===== src/rtl/receiver.sv =====
// receiver: receiving end of the four-phase Request/Ack word link.
// Captures DEPTH consecutive words into a local buffer and keeps a running
// mod-2^DATA_WIDTH checksum. The finished block is then read out through a
// registered read port. No further words are accepted until the consumer
// pulses Release.
//
// Ports
//   clk        : clock, rising edge
//   Reset      : asynchronous, active-high reset
//   Request    : sender request, DataIn valid while high
//   DataIn     : word from sender
//   Ack        : registered acknowledge to sender
//   WordCount  : words stored in the current block (0 when FULL)
//   BlockValid : buffer holds a complete block
//   Checksum   : running sum of block words, final when BlockValid=1
//   RdAddr     : consumer read address
//   RdData     : mem[RdAddr], registered, 1-cycle latency
//   Release    : single-cycle pulse, frees the buffer
module receiver #(
  parameter int DATA_WIDTH = 16,
  parameter int DEPTH      = 16,
  parameter int ADDR_WIDTH = 4
) (
  input  logic                  clk,
  input  logic                  Reset,
  input  logic                  Request,
  input  logic [DATA_WIDTH-1:0] DataIn,
  output logic                  Ack,
  output logic [ADDR_WIDTH-1:0] WordCount,
  output logic                  BlockValid,
  output logic [DATA_WIDTH-1:0] Checksum,
  input  logic [ADDR_WIDTH-1:0] RdAddr,
  output logic [DATA_WIDTH-1:0] RdData,
  input  logic                  Release
);

  typedef enum logic [1:0] {
    IDLE     = 2'd0,
    ACK_HOLD = 2'd1,
    FULL     = 2'd2
  } state_t;

  state_t                  state_q, state_d;
  logic                    ack_q, ack_d;
  logic                    bv_q, bv_d;
  logic [ADDR_WIDTH-1:0]   cnt_q, cnt_d;
  logic [DATA_WIDTH-1:0]   sum_q, sum_d;
  logic [DATA_WIDTH-1:0]   rd_q;
  logic                    wr_en;

  logic [DATA_WIDTH-1:0]   mem [DEPTH];

  always_ff @(posedge clk or posedge Reset) begin
    if (Reset) begin
      state_q <= IDLE;
      ack_q   <= 1'b0;
      bv_q    <= 1'b0;
      cnt_q   <= '0;
      sum_q   <= '0;
    end else begin
      state_q <= state_d;
      ack_q   <= ack_d;
      bv_q    <= bv_d;
      cnt_q   <= cnt_d;
      sum_q   <= sum_d;
    end
  end

  always_comb begin
    state_d = state_q;
    ack_d   = ack_q;
    bv_d    = bv_q;
    cnt_d   = cnt_q;
    sum_d   = sum_q;
    wr_en   = 1'b0;
    unique case (state_q)
      IDLE: begin
        ack_d = 1'b0;
        if (Request) begin
          wr_en   = 1'b1;
          sum_d   = sum_q + DataIn;
          ack_d   = 1'b1;
          state_d = ACK_HOLD;
        end
      end
      ACK_HOLD: begin
        // Word already captured on entry; wait for Request to fall.
        if (!Request) begin
          ack_d = 1'b0;
          if (cnt_q == ADDR_WIDTH'(DEPTH - 1)) begin
            cnt_d   = '0;
            bv_d    = 1'b1;
            state_d = FULL;
          end else begin
            cnt_d   = cnt_q + ADDR_WIDTH'(1);
            state_d = IDLE;
          end
        end
      end
      FULL: begin
        // Request is left pending; it is acked from IDLE after Release.
        ack_d = 1'b0;
        if (Release) begin
          bv_d    = 1'b0;
          sum_d   = '0;
          state_d = IDLE;
        end
      end
      default: begin
        state_d = IDLE;
        ack_d   = 1'b0;
      end
    endcase
  end

  // Buffer memory is intentionally not reset.
  always_ff @(posedge clk) begin
    if (wr_en) mem[cnt_q] <= DataIn;
  end

  // Read-before-write: a same-cycle write to RdAddr returns the old word.
  always_ff @(posedge clk or posedge Reset) begin
    if (Reset) rd_q <= '0;
    else       rd_q <= mem[RdAddr];
  end

  assign Ack        = ack_q;
  assign BlockValid = bv_q;
  assign WordCount  = cnt_q;
  assign Checksum   = sum_q;
  assign RdData     = rd_q;

endmodule

===== config.mk =====
export PLATFORM = sky130hd
export DESIGN_NAME = receiver
export DESIGN_NICKNAME = d
export VERILOG_FILES = /design/src/rtl/receiver.sv
export SDC_FILE = /design/constraint.sdc
export NUM_CORES = 1
export LEC_CHECK = 0
export CORE_MARGIN = 8
export CORE_UTILIZATION = 60
export CTS_BUF_LIST = sky130_fd_sc_hd__clkbuf_8
export CTS_CLUSTER_SIZE = 14
export DETAILED_ROUTE_END_ITERATION = 10
export GPL_ROUTABILITY_DRIVEN = 0
export PLACE_DENSITY = 0.83
export SYNTH_ARGS = -nofsm -noshare
export SYNTH_HDL_FRONTEND = slang
export SYNTH_SLANG_ARGS = --single-unit

===== constraint.sdc =====
create_clock -name clk -period 3.3 [get_ports clk]
set_clock_uncertainty 0.1 [all_clocks]
set_input_delay 0.495 -clock clk [delete_from_list [all_inputs] [get_ports clk]]
set_output_delay 0.495 -clock clk [all_outputs]
set_load 0.005 [all_outputs]

==> metrics.csv <==
metric,value,unit
peakVddDrop,0.511,mV
worstSetupPathType,input pin to flip-flop,
cts_setup_buffers,0,
grt_pass1_wl,39.5,mm
area_growth,15.8,%
n_antenna_cell,0,
firstDrtPassIters,7,
synthArstFlopShare,13.5,%
finalSetupViolCount,0,
cp-start-kind,input pin,
min_period,2.77,ns
drv_cap,0,
ys_top_cells_by_area,"edfxtp_1 64%, mux4_1 10%, dfrtp_1 8.3%",
start_util,60.3,%
drt-initial-drc-count,828,
synth_common_cells,"256 x edfxtp_1, 48 x mux4_1, 40 x dfrtp_1",
core,0.0200,mm²
dp_hpwl,15.8,mm
cts_buffer_depth,3,
critPathLaunch,DataIn[9],
hold_ws,0.409,ns
vias,6278,
cp_slowest_cell,clkdlybuf4s50_1,
grt_start_max_net_pins,41,
drive_gt1_share,18.3,%
ys_types,55,
fin_nets,758,
track_usage,21.4,%
crit_fanout,7,
postPlaceCellArea,0.0131,mm²
worstMarginPinSlew,0.971,ns
max_freq,361,MHz
critPathTopFamily,compound AO/OA/AOI/OAI gates,
drt-total-wl,25.5,mm
h-tree-depth,2,
cp_slowest_stage_delay,0.59,ns
fin_crit_sh,84.0,%
drc,0,
setup_tns,0,ns
clock_sink_count,296,
cts-resized-gates,0,
crit_path_cell_trace,clkdlybuf4s50_1 -> ha_1 -> a21oi_1 -> o21ai_0 -> a21oi_1 -> o21ai_0 -> or3_1 -> nand3_1,
cts_buffers,45,
power_density,640,mW/mm²
crit_arrival,3.13,ns
fin_ws,0.527,ns
worstPathRequired,3.66,ns
die_height,158,µm
std_cell_rows,52,
synth_area_leader_cell,edfxtp_1,
cts_root_buf,clkbuf_8,
p_leak,4.93,nW
clkTransAtPathRegs,0.06,ns
critPathBufInv,1,
status,finished clean,
final_max_slew_viol_count,0,
ys_ff_latch,296,
die_area,0.0249,mm²
grtUsageMet1,27.6,%
via_per_inst,6.15,
yosysWarningCount,0,
slew_headroom,35.2,%
syn_avg_cell_area,20.2,µm²
synth_edf_count,256,
hold_violations,0,
yosysMostFrequentCell,edfxtp_1,
use_met3,4.01,%
postRouteAntennaNets,0,
hold_path_class,input pin to asynchronous set/reset pin,
use_met2,36.2,%
end_kind,flip-flop,
utilization,69.8,%
synth_top_area_share,63.8,%
grt_busiest_layer,met2,
final_area,0.0139,mm²
synth-main-ff-cell,edfxtp_1,
port_buffers,61,
die_w,158,µm
synth_fp_nets,640,
grt_antenna_before_repair,0,
wl_per_cell,25.0,µm
ys_seq_area_share,72.1,%
rsz0062_at_grt,no,
synth_area,0.0120,mm²
io_pins,62,
crit-reg2reg-launch,Checksum[9],
clk_latency,0.54,ns
cts_tree,built,
place_ws,0.0841,ns
netlist_instances,596,
grt-ovfl-total,0,
ctsHoldBuffers,0,
grt_pass1_vias,6652,
[worst reg2reg max path, cell delays in order, from the launching register on]
cell and delay [ns]:
dfrtp_1 0.42, ha_1 0.36, a21oi_1 0.39, o21ai_0 0.32, a21oi_1 0.27, o21ai_0 0.14, or3_1 0.38, nand3_1 0.10
[report_power, final]
group	internal (mW)	leakage, nW	switching [mW]	total [mW]
Sequential	4.36	2.79	0.193	4.55
Clock	1.39	0.494	1.34	2.74
Combinational	0.764	1.64	0.873	1.64
[per-layer routing]
| metal | up-vias | share of wire, % |
|---|---|---|
| met5 | - | 0 |
| met4 | 0 | 3.0 |
| met3 | 63 | 7.4 |
| met2 | 326 | 51 |
| met1 | 3172 | 39 |
| li1 | 2717 | - |
[path summary, 6_finish.rpt]
kind                           endpoint  slack, ns  cells after the start
setup / recovery           Checksum[14]       0.53                      8
hold / removal                RdData[7]       0.41                      2
setup reg to reg           Checksum[14]       0.75                      7
hold reg to reg                     Ack       0.43                      2
max in group asynchronous  WordCount[2]       2.08                      2
min in group clk                    Ack       0.43                      2
[sequential cells by signal, indices dropped and copies added (netlist names)]
signal and flops:
BlockValid 1, Ack 1, Checksum 16, mem 256, WordCount 4, state_q 2, RdData 16
[stage by stage]
step	power [mW]	std cells
after floorplan	5.51	596
after global placement	6.12	937
after detailed placement	6.23	937
after CTS	8.94	1020
after global routing	9.31	1020
final	8.92	1020
[cells by family after synthesis]
kind of cell    after synthesis  synth area share [%]
fa+ha+maj                    20                  2.14
mux                          81                  16.5
flops                       296                  72.1
xor+xnor                      7                 0.509
simple gates                 89                  3.60
buf+inv                      40                  1.87
compound gates               63                  3.21
[layout make-up]
cell class	instances	area, µm²
Fill cell	1160	6030
Clock inverter	33	139
Clock buffer	50	688
Sequential cell	296	8690
Tap cell	270	338
Multi-Input combinational cell	260	3150
Timing Repair Buffer	97	886
Inverter	14	52.6
[layout by cell type, fill, tap and decap left out, types with 9 or more instances in the layout]
cell,netlist,final
edfxtp_1,256,256
dfrtp_1,40,40
nand2_1,32,32
ha_1,19,19
clkdlybuf4s50_1,0,59
mux4_1,48,48
nand3_1,9,9
mux4_2,32,32
nor2_1,15,15
o21ai_0,20,20
a21oi_1,15,15
clkbuf_8,0,50
buf_4,0,36
inv_1,14,32
Power figures use the tool's default switching activity.
